--- src/rtl/ets_alert_servicer.sv ---
// ets_alert_servicer
// Register-bus initiator for the ETS monitor. After reset it programs the
// monitor's control and alert-config registers. On every rising edge of
// alert_interrupt it reads the last-anomaly PC, the timing delta and the
// anomaly count. It then queues them as one record in a small FIFO for a
// downstream logger.
//
// Ports
//   clk, rst_n            : clock, asynchronous active-low reset
//   svc_enable            : enables alert servicing (init writes ignore it)
//   alert_interrupt       : alert level from the monitor
//   reg_wr_en/addr/wr_data: register bus towards the monitor (decoded from state)
//   reg_rd_data           : combinational read data for the current reg_addr
//   rec_valid/rec_ready   : record stream handshake
//   rec_pc/delta/count    : head record (zero while the FIFO is empty)
//   busy                  : FSM is not in IDLE
//   drop_count            : records lost to a full FIFO (saturating)
//   coalesce_count        : alert edges merged into a pending service (saturating)
//   dbg_state             : current FSM state, for observation
//
// Handshake: a record transfers on every rising clk edge where rec_valid and
// rec_ready are both high; rec_valid never depends on rec_ready, and the
// head record is held stable until it is transferred.
module ets_alert_servicer #(
   parameter int          DEPTH          = 4,
   parameter logic [31:0] CTRL_INIT      = 32'h0000_0001,
   parameter logic [31:0] ALERT_CFG_INIT = 32'h0000_000F
) (
   input  logic        clk,
   input  logic        rst_n,
   input  logic        svc_enable,
   input  logic        alert_interrupt,
   output logic        reg_wr_en,
   output logic [15:0] reg_addr,
   output logic [31:0] reg_wr_data,
   input  logic [31:0] reg_rd_data,
   output logic        rec_valid,
   input  logic        rec_ready,
   output logic [31:0] rec_pc,
   output logic [31:0] rec_delta,
   output logic [31:0] rec_count,
   output logic        busy,
   output logic [15:0] drop_count,
   output logic [15:0] coalesce_count,
   output logic [2:0]  dbg_state
);

   localparam int AW = $clog2(DEPTH);

   typedef enum logic [2:0] {
      INIT_CTRL = 3'd0,
      INIT_CFG  = 3'd1,
      IDLE      = 3'd2,
      RD_PC     = 3'd3,
      RD_DELTA  = 3'd4,
      RD_COUNT  = 3'd5
   } state_e;

   state_e       state_q;
   logic         alert_q;
   logic         pending_q;
   logic [31:0]  pc_q;
   logic [31:0]  delta_q;
   logic [15:0]  drop_q;
   logic [15:0]  coal_q;
   logic [AW:0]  wr_ptr_q;
   logic [AW:0]  rd_ptr_q;
   logic [95:0]  mem_q [DEPTH];

   logic rise;
   logic empty;
   logic full;
   logic push;
   logic drop;
   logic pop;

   // Edges only count while servicing is enabled.
   assign rise  = alert_interrupt & ~alert_q & svc_enable;
   assign empty = (wr_ptr_q == rd_ptr_q);
   assign full  = (wr_ptr_q[AW] != rd_ptr_q[AW]) &&
                  (wr_ptr_q[AW-1:0] == rd_ptr_q[AW-1:0]);
   // Fullness is judged before any same-cycle pop, so a pop never makes room.
   assign push  = (state_q == RD_COUNT) && !full;
   assign drop  = (state_q == RD_COUNT) && full;
   assign pop   = rec_valid && rec_ready;

   // Bus outputs decode combinationally from state.
   always_comb begin
      reg_wr_en   = 1'b0;
      reg_addr    = 16'h0000;
      reg_wr_data = 32'h0000_0000;
      case (state_q)
         INIT_CTRL: begin
            reg_wr_en   = 1'b1;
            reg_wr_data = CTRL_INIT;
         end
         INIT_CFG: begin
            reg_wr_en   = 1'b1;
            reg_addr    = 16'h000C;
            reg_wr_data = ALERT_CFG_INIT;
         end
         RD_PC:    reg_addr = 16'h0014;
         RD_DELTA: reg_addr = 16'h0018;
         RD_COUNT: reg_addr = 16'h001C;
         default:  ;
      endcase
   end

   always_ff @(posedge clk or negedge rst_n) begin
      if (!rst_n) begin
         state_q   <= INIT_CTRL;
         alert_q   <= 1'b0;
         pending_q <= 1'b0;
         pc_q      <= 32'h0;
         delta_q   <= 32'h0;
         drop_q    <= 16'h0;
         coal_q    <= 16'h0;
         wr_ptr_q  <= '0;
         rd_ptr_q  <= '0;
      end else begin
         alert_q <= alert_interrupt;

         // An edge arriving while a service is already owed is merged into it.
         if (rise && pending_q) begin
            if (coal_q != 16'hFFFF) coal_q <= coal_q + 16'd1;
         end else if (rise && state_q != IDLE) begin
            pending_q <= 1'b1;
         end

         case (state_q)
            INIT_CTRL: state_q <= INIT_CFG;
            INIT_CFG:  state_q <= IDLE;
            IDLE: begin
               // pending_q is kept while disabled and acted on once re-enabled.
               if (svc_enable && (rise || pending_q)) begin
                  state_q   <= RD_PC;
                  pending_q <= 1'b0;
               end
            end
            RD_PC: begin
               pc_q    <= reg_rd_data;
               state_q <= RD_DELTA;
            end
            RD_DELTA: begin
               delta_q <= reg_rd_data;
               state_q <= RD_COUNT;
            end
            RD_COUNT: state_q <= IDLE;
            default:  state_q <= INIT_CTRL;
         endcase

         if (push) wr_ptr_q <= wr_ptr_q + (AW+1)'(1);
         if (drop && drop_q != 16'hFFFF) drop_q <= drop_q + 16'd1;
         if (pop)  rd_ptr_q <= rd_ptr_q + (AW+1)'(1);
      end
   end

   // Storage needs no reset: the pointers define which entries are live.
   always_ff @(posedge clk) begin
      if (push) mem_q[wr_ptr_q[AW-1:0]] <= {pc_q, delta_q, reg_rd_data};
   end

   assign rec_valid      = !empty;
   assign rec_pc         = empty ? 32'h0 : mem_q[rd_ptr_q[AW-1:0]][95:64];
   assign rec_delta      = empty ? 32'h0 : mem_q[rd_ptr_q[AW-1:0]][63:32];
   assign rec_count      = empty ? 32'h0 : mem_q[rd_ptr_q[AW-1:0]][31:0];
   assign busy           = (state_q != IDLE);
   assign drop_count     = drop_q;
   assign coalesce_count = coal_q;
   assign dbg_state      = state_q;

endmodule

--- config.mk ---
export PLATFORM = sky130hd
export DESIGN_NAME = ets_alert_servicer
export DESIGN_NICKNAME = d
export VERILOG_FILES = /design/src/rtl/ets_alert_servicer.sv
export SDC_FILE = /design/constraint.sdc
export NUM_CORES = 1
export LEC_CHECK = 0
export CORE_MARGIN = 5
export CORE_UTILIZATION = 41
export CTS_BUF_LIST = sky130_fd_sc_hd__clkbuf_4 sky130_fd_sc_hd__clkbuf_8
export CTS_CLUSTER_SIZE = 24
export DETAILED_ROUTE_END_ITERATION = 8
export HOLD_SLACK_MARGIN = 0.12
export PLACE_DENSITY_LB_ADDON = 0.08
export SKIP_CTS_REPAIR_TIMING = 1
export SYNTH_ARGS = -nofsm -noshare
export SYNTH_HDL_FRONTEND = slang
export SYNTH_SLANG_ARGS = --single-unit
--- constraint.sdc ---
create_clock -name clk -period 9.6 [get_ports clk]
set_input_delay 1.92 -clock clk [delete_from_list [all_inputs] [get_ports clk]]
set_output_delay 1.92 -clock clk [all_outputs]
set_load 0.03 [all_outputs]
==> metrics.cfg <==
[global_routing]
grtUsageTotal_pct=15.82
grt_pass1_vias=10250
grt_overflow_total=0
grt_pass1_wl_mm=61.96
grt_max_degree=100
antenna_found_initial=5

[critical_path]
worst_ep_arrival_time_ps=3700
cp-start-kind=flip-flop
endpoint_kind=primary output
crit_type=reg -> out
required_ps=7680
ff2ff_setup_slack_ps=5940
crit_fanout=51

[power_and_ir_drop]
vdd_drop_max_mv=0.2257
total_power_mw=7.750
cellPowerDensity_nw_per_um2=334.5
p_leak_nw=8.005

[place]
gp_congestion=0.7475
placedCellCount=1733
dp_slack_ps=4529
place_hpwl_mm=22.59
numPortBuffers=177

[sta]
fin_ws_ps=3985
max_freq_mhz=178.1
rsz0062_at_grt=no
fin_crit_sh_pct=58.49
fin_skew_ps=17.80
slew_viol_final=0
hold_violations=0
period_needed_ps=5615
finalSetupTns_ps=0
setup_viol=0
tightest_slew_ps=1001
max_slew_margin_pct=33.24

[clock_tree]
cts_tree=built
cts_buffer_depth=3
clock-root-buffer=clkbuf_8
insertion_delay_ps=620
htree_levels=3
cts.sinks=491
tritoncts.num_buffers=81
clk_pin_slew_ps=50

[logic_synthesis]
yosysSeqAreaShare_pct=73.80
syn_area_um2=19250
syn_inst=984
synth_flop_cell=edfxtp_1
ys_warn_count=0
ys_types=39
synth_edf_count=384
synthArstFlopShare_pct=21.79
synth_seq_cells=491
avgSynthCellArea_um2=19.57

[finish]
fin_util_pct=49.88
final_common_cell=edfxtp_1
fin_cells=1887
fillCellCount=3908
final_cell_mix=edfxtp_1, clkdlybuf4s50_1, dfrtp_1, and2_1, mux4_2
areaGrowthSynthToFinish_pct=20.35
drive_above_1_share_pct=25.74
final_nets=1253

[detailed_routing]
drt_iter0_markers=398
ant_nets=0
wirelength_mm=39.98
drcViolationCount=0
num_vias=9336
routed_via_density=4.948
drtPass1Iterations=5
wl_per_cell_um=21.19

[die]
start_util_pct=41.44
die_x_um=226.7
io_pins=219
die-area_um2=51390
placement_rows=79
fp.coreArea_um2=46460
fp.dieH_um=226.7

[flow_run]
cap_violations=0

[outcome]
status=finished clean

[worst_hold_path]
hp-class=reg -> reg

-- cell families (layout without fill, tap and decap cells) --
logic type | Yosys count | in the layout | share of synthesized area (%)
flops | 491 | 491 | 73.80
simple gates | 185 | 185 | 5.589
mux | 163 | 163 | 15.15
buf+inv | 90 | 344 | 2.820
xor+xnor | 37 | 37 | 1.722
compound gates | 10 | 10 | 0.4483
fa+ha+maj | 7 | 7 | 0.4549
other cells | 1 | 43 | 0.01948
-- path summary, 6_finish.rpt --
check	startpoint	depth (start not counted)	end
max reg2reg	rd_ptr_q[1]	5	mem_q[3][5]
max	rd_ptr_q[1]	4	rec_delta[2]
min reg2reg	wr_ptr_q[2]	1	wr_ptr_q[2]
max in group asynchronous	rst_n	2	rd_ptr_q[1]
min	wr_ptr_q[2]	1	wr_ptr_q[2]
min in group asynchronous	rst_n	1	drop_count[1]
-- metrics by stage --
step	cell area [um^2]	hold WS, ps
detailed placement	21520	478.5
finish	23170	490.7
floorplan	19400	461.9
global placement	21520	474.7
CTS	23170	490.8
global route	23170	515.3
-- registers in the layout, indices dropped and copies added, names as in the netlist, 3 cells and up, named ones only --
signal and flops:
mem_q 384, wr_ptr_q 3, rd_ptr_q 3, delta_q 32, dbg_state 3, pc_q 32, coalesce_count 16, drop_count 16
-- metal layers --
layer	wire, um	up-vias	share of wire (%)	GRT usage (%)
li1	-	4200	-	-
met1	17740	4891	44	21.95
met2	19680	206	49	25.30
met3	2045	37	5.1	3.832
met4	497	2	1.2	4.386
met5	20	-	0.050	0
-- power breakdown --
part           internal [mW]  leakage, nW  switching [mW]
combinational           1.34         2.34            1.57
sequential              2.72         4.79           0.302
clock                   1.01        0.873           0.804
-- worst max-delay path: stages, from the launching register on --
cell and delay [ps]:
dfrtp_4 940, buf_4 780, mux4_2 470, and2_1 200, clkdlybuf4s50_1 600
-- Yosys cell counts, types with 7 or more instances --
library cell / number / area [um^2]
mux4_2: 96 / 2162
nor2_1: 18 / 67.56
clkbuf_1: 14 / 52.55
buf_4: 47 / 352.8
xnor2_1: 24 / 210.2
nand4_1: 12 / 75.07
and2_1: 101 / 631.9
edfxtp_1: 384 / 11530
xor2_1: 12 / 105.1
dfrtp_1: 107 / 2678
ha_1: 7 / 87.58
buf_2: 21 / 105.1
nand2_1: 20 / 75.07
mux2_2: 67 / 754.5
nand3_1: 11 / 55.05
-- final cells by class --
| type | count | area [um^2] | area share (%) |
|---|---|---|---|
| clock buffer | 122 | 1466 | 6.329 |
| sequential | 491 | 14220 | 61.35 |
| tap | 607 | 759.5 | 3.278 |
| antenna | 2 | 5.005 | 0.02160 |
| clock inverter | 30 | 180.2 | 0.7776 |
| timing repair buffer | 187 | 1848 | 7.976 |
| multi-input combinational | 443 | 4677 | 20.18 |
| inverter | 5 | 18.77 | 0.08100 |
Power figures use the tool's default switching activity.
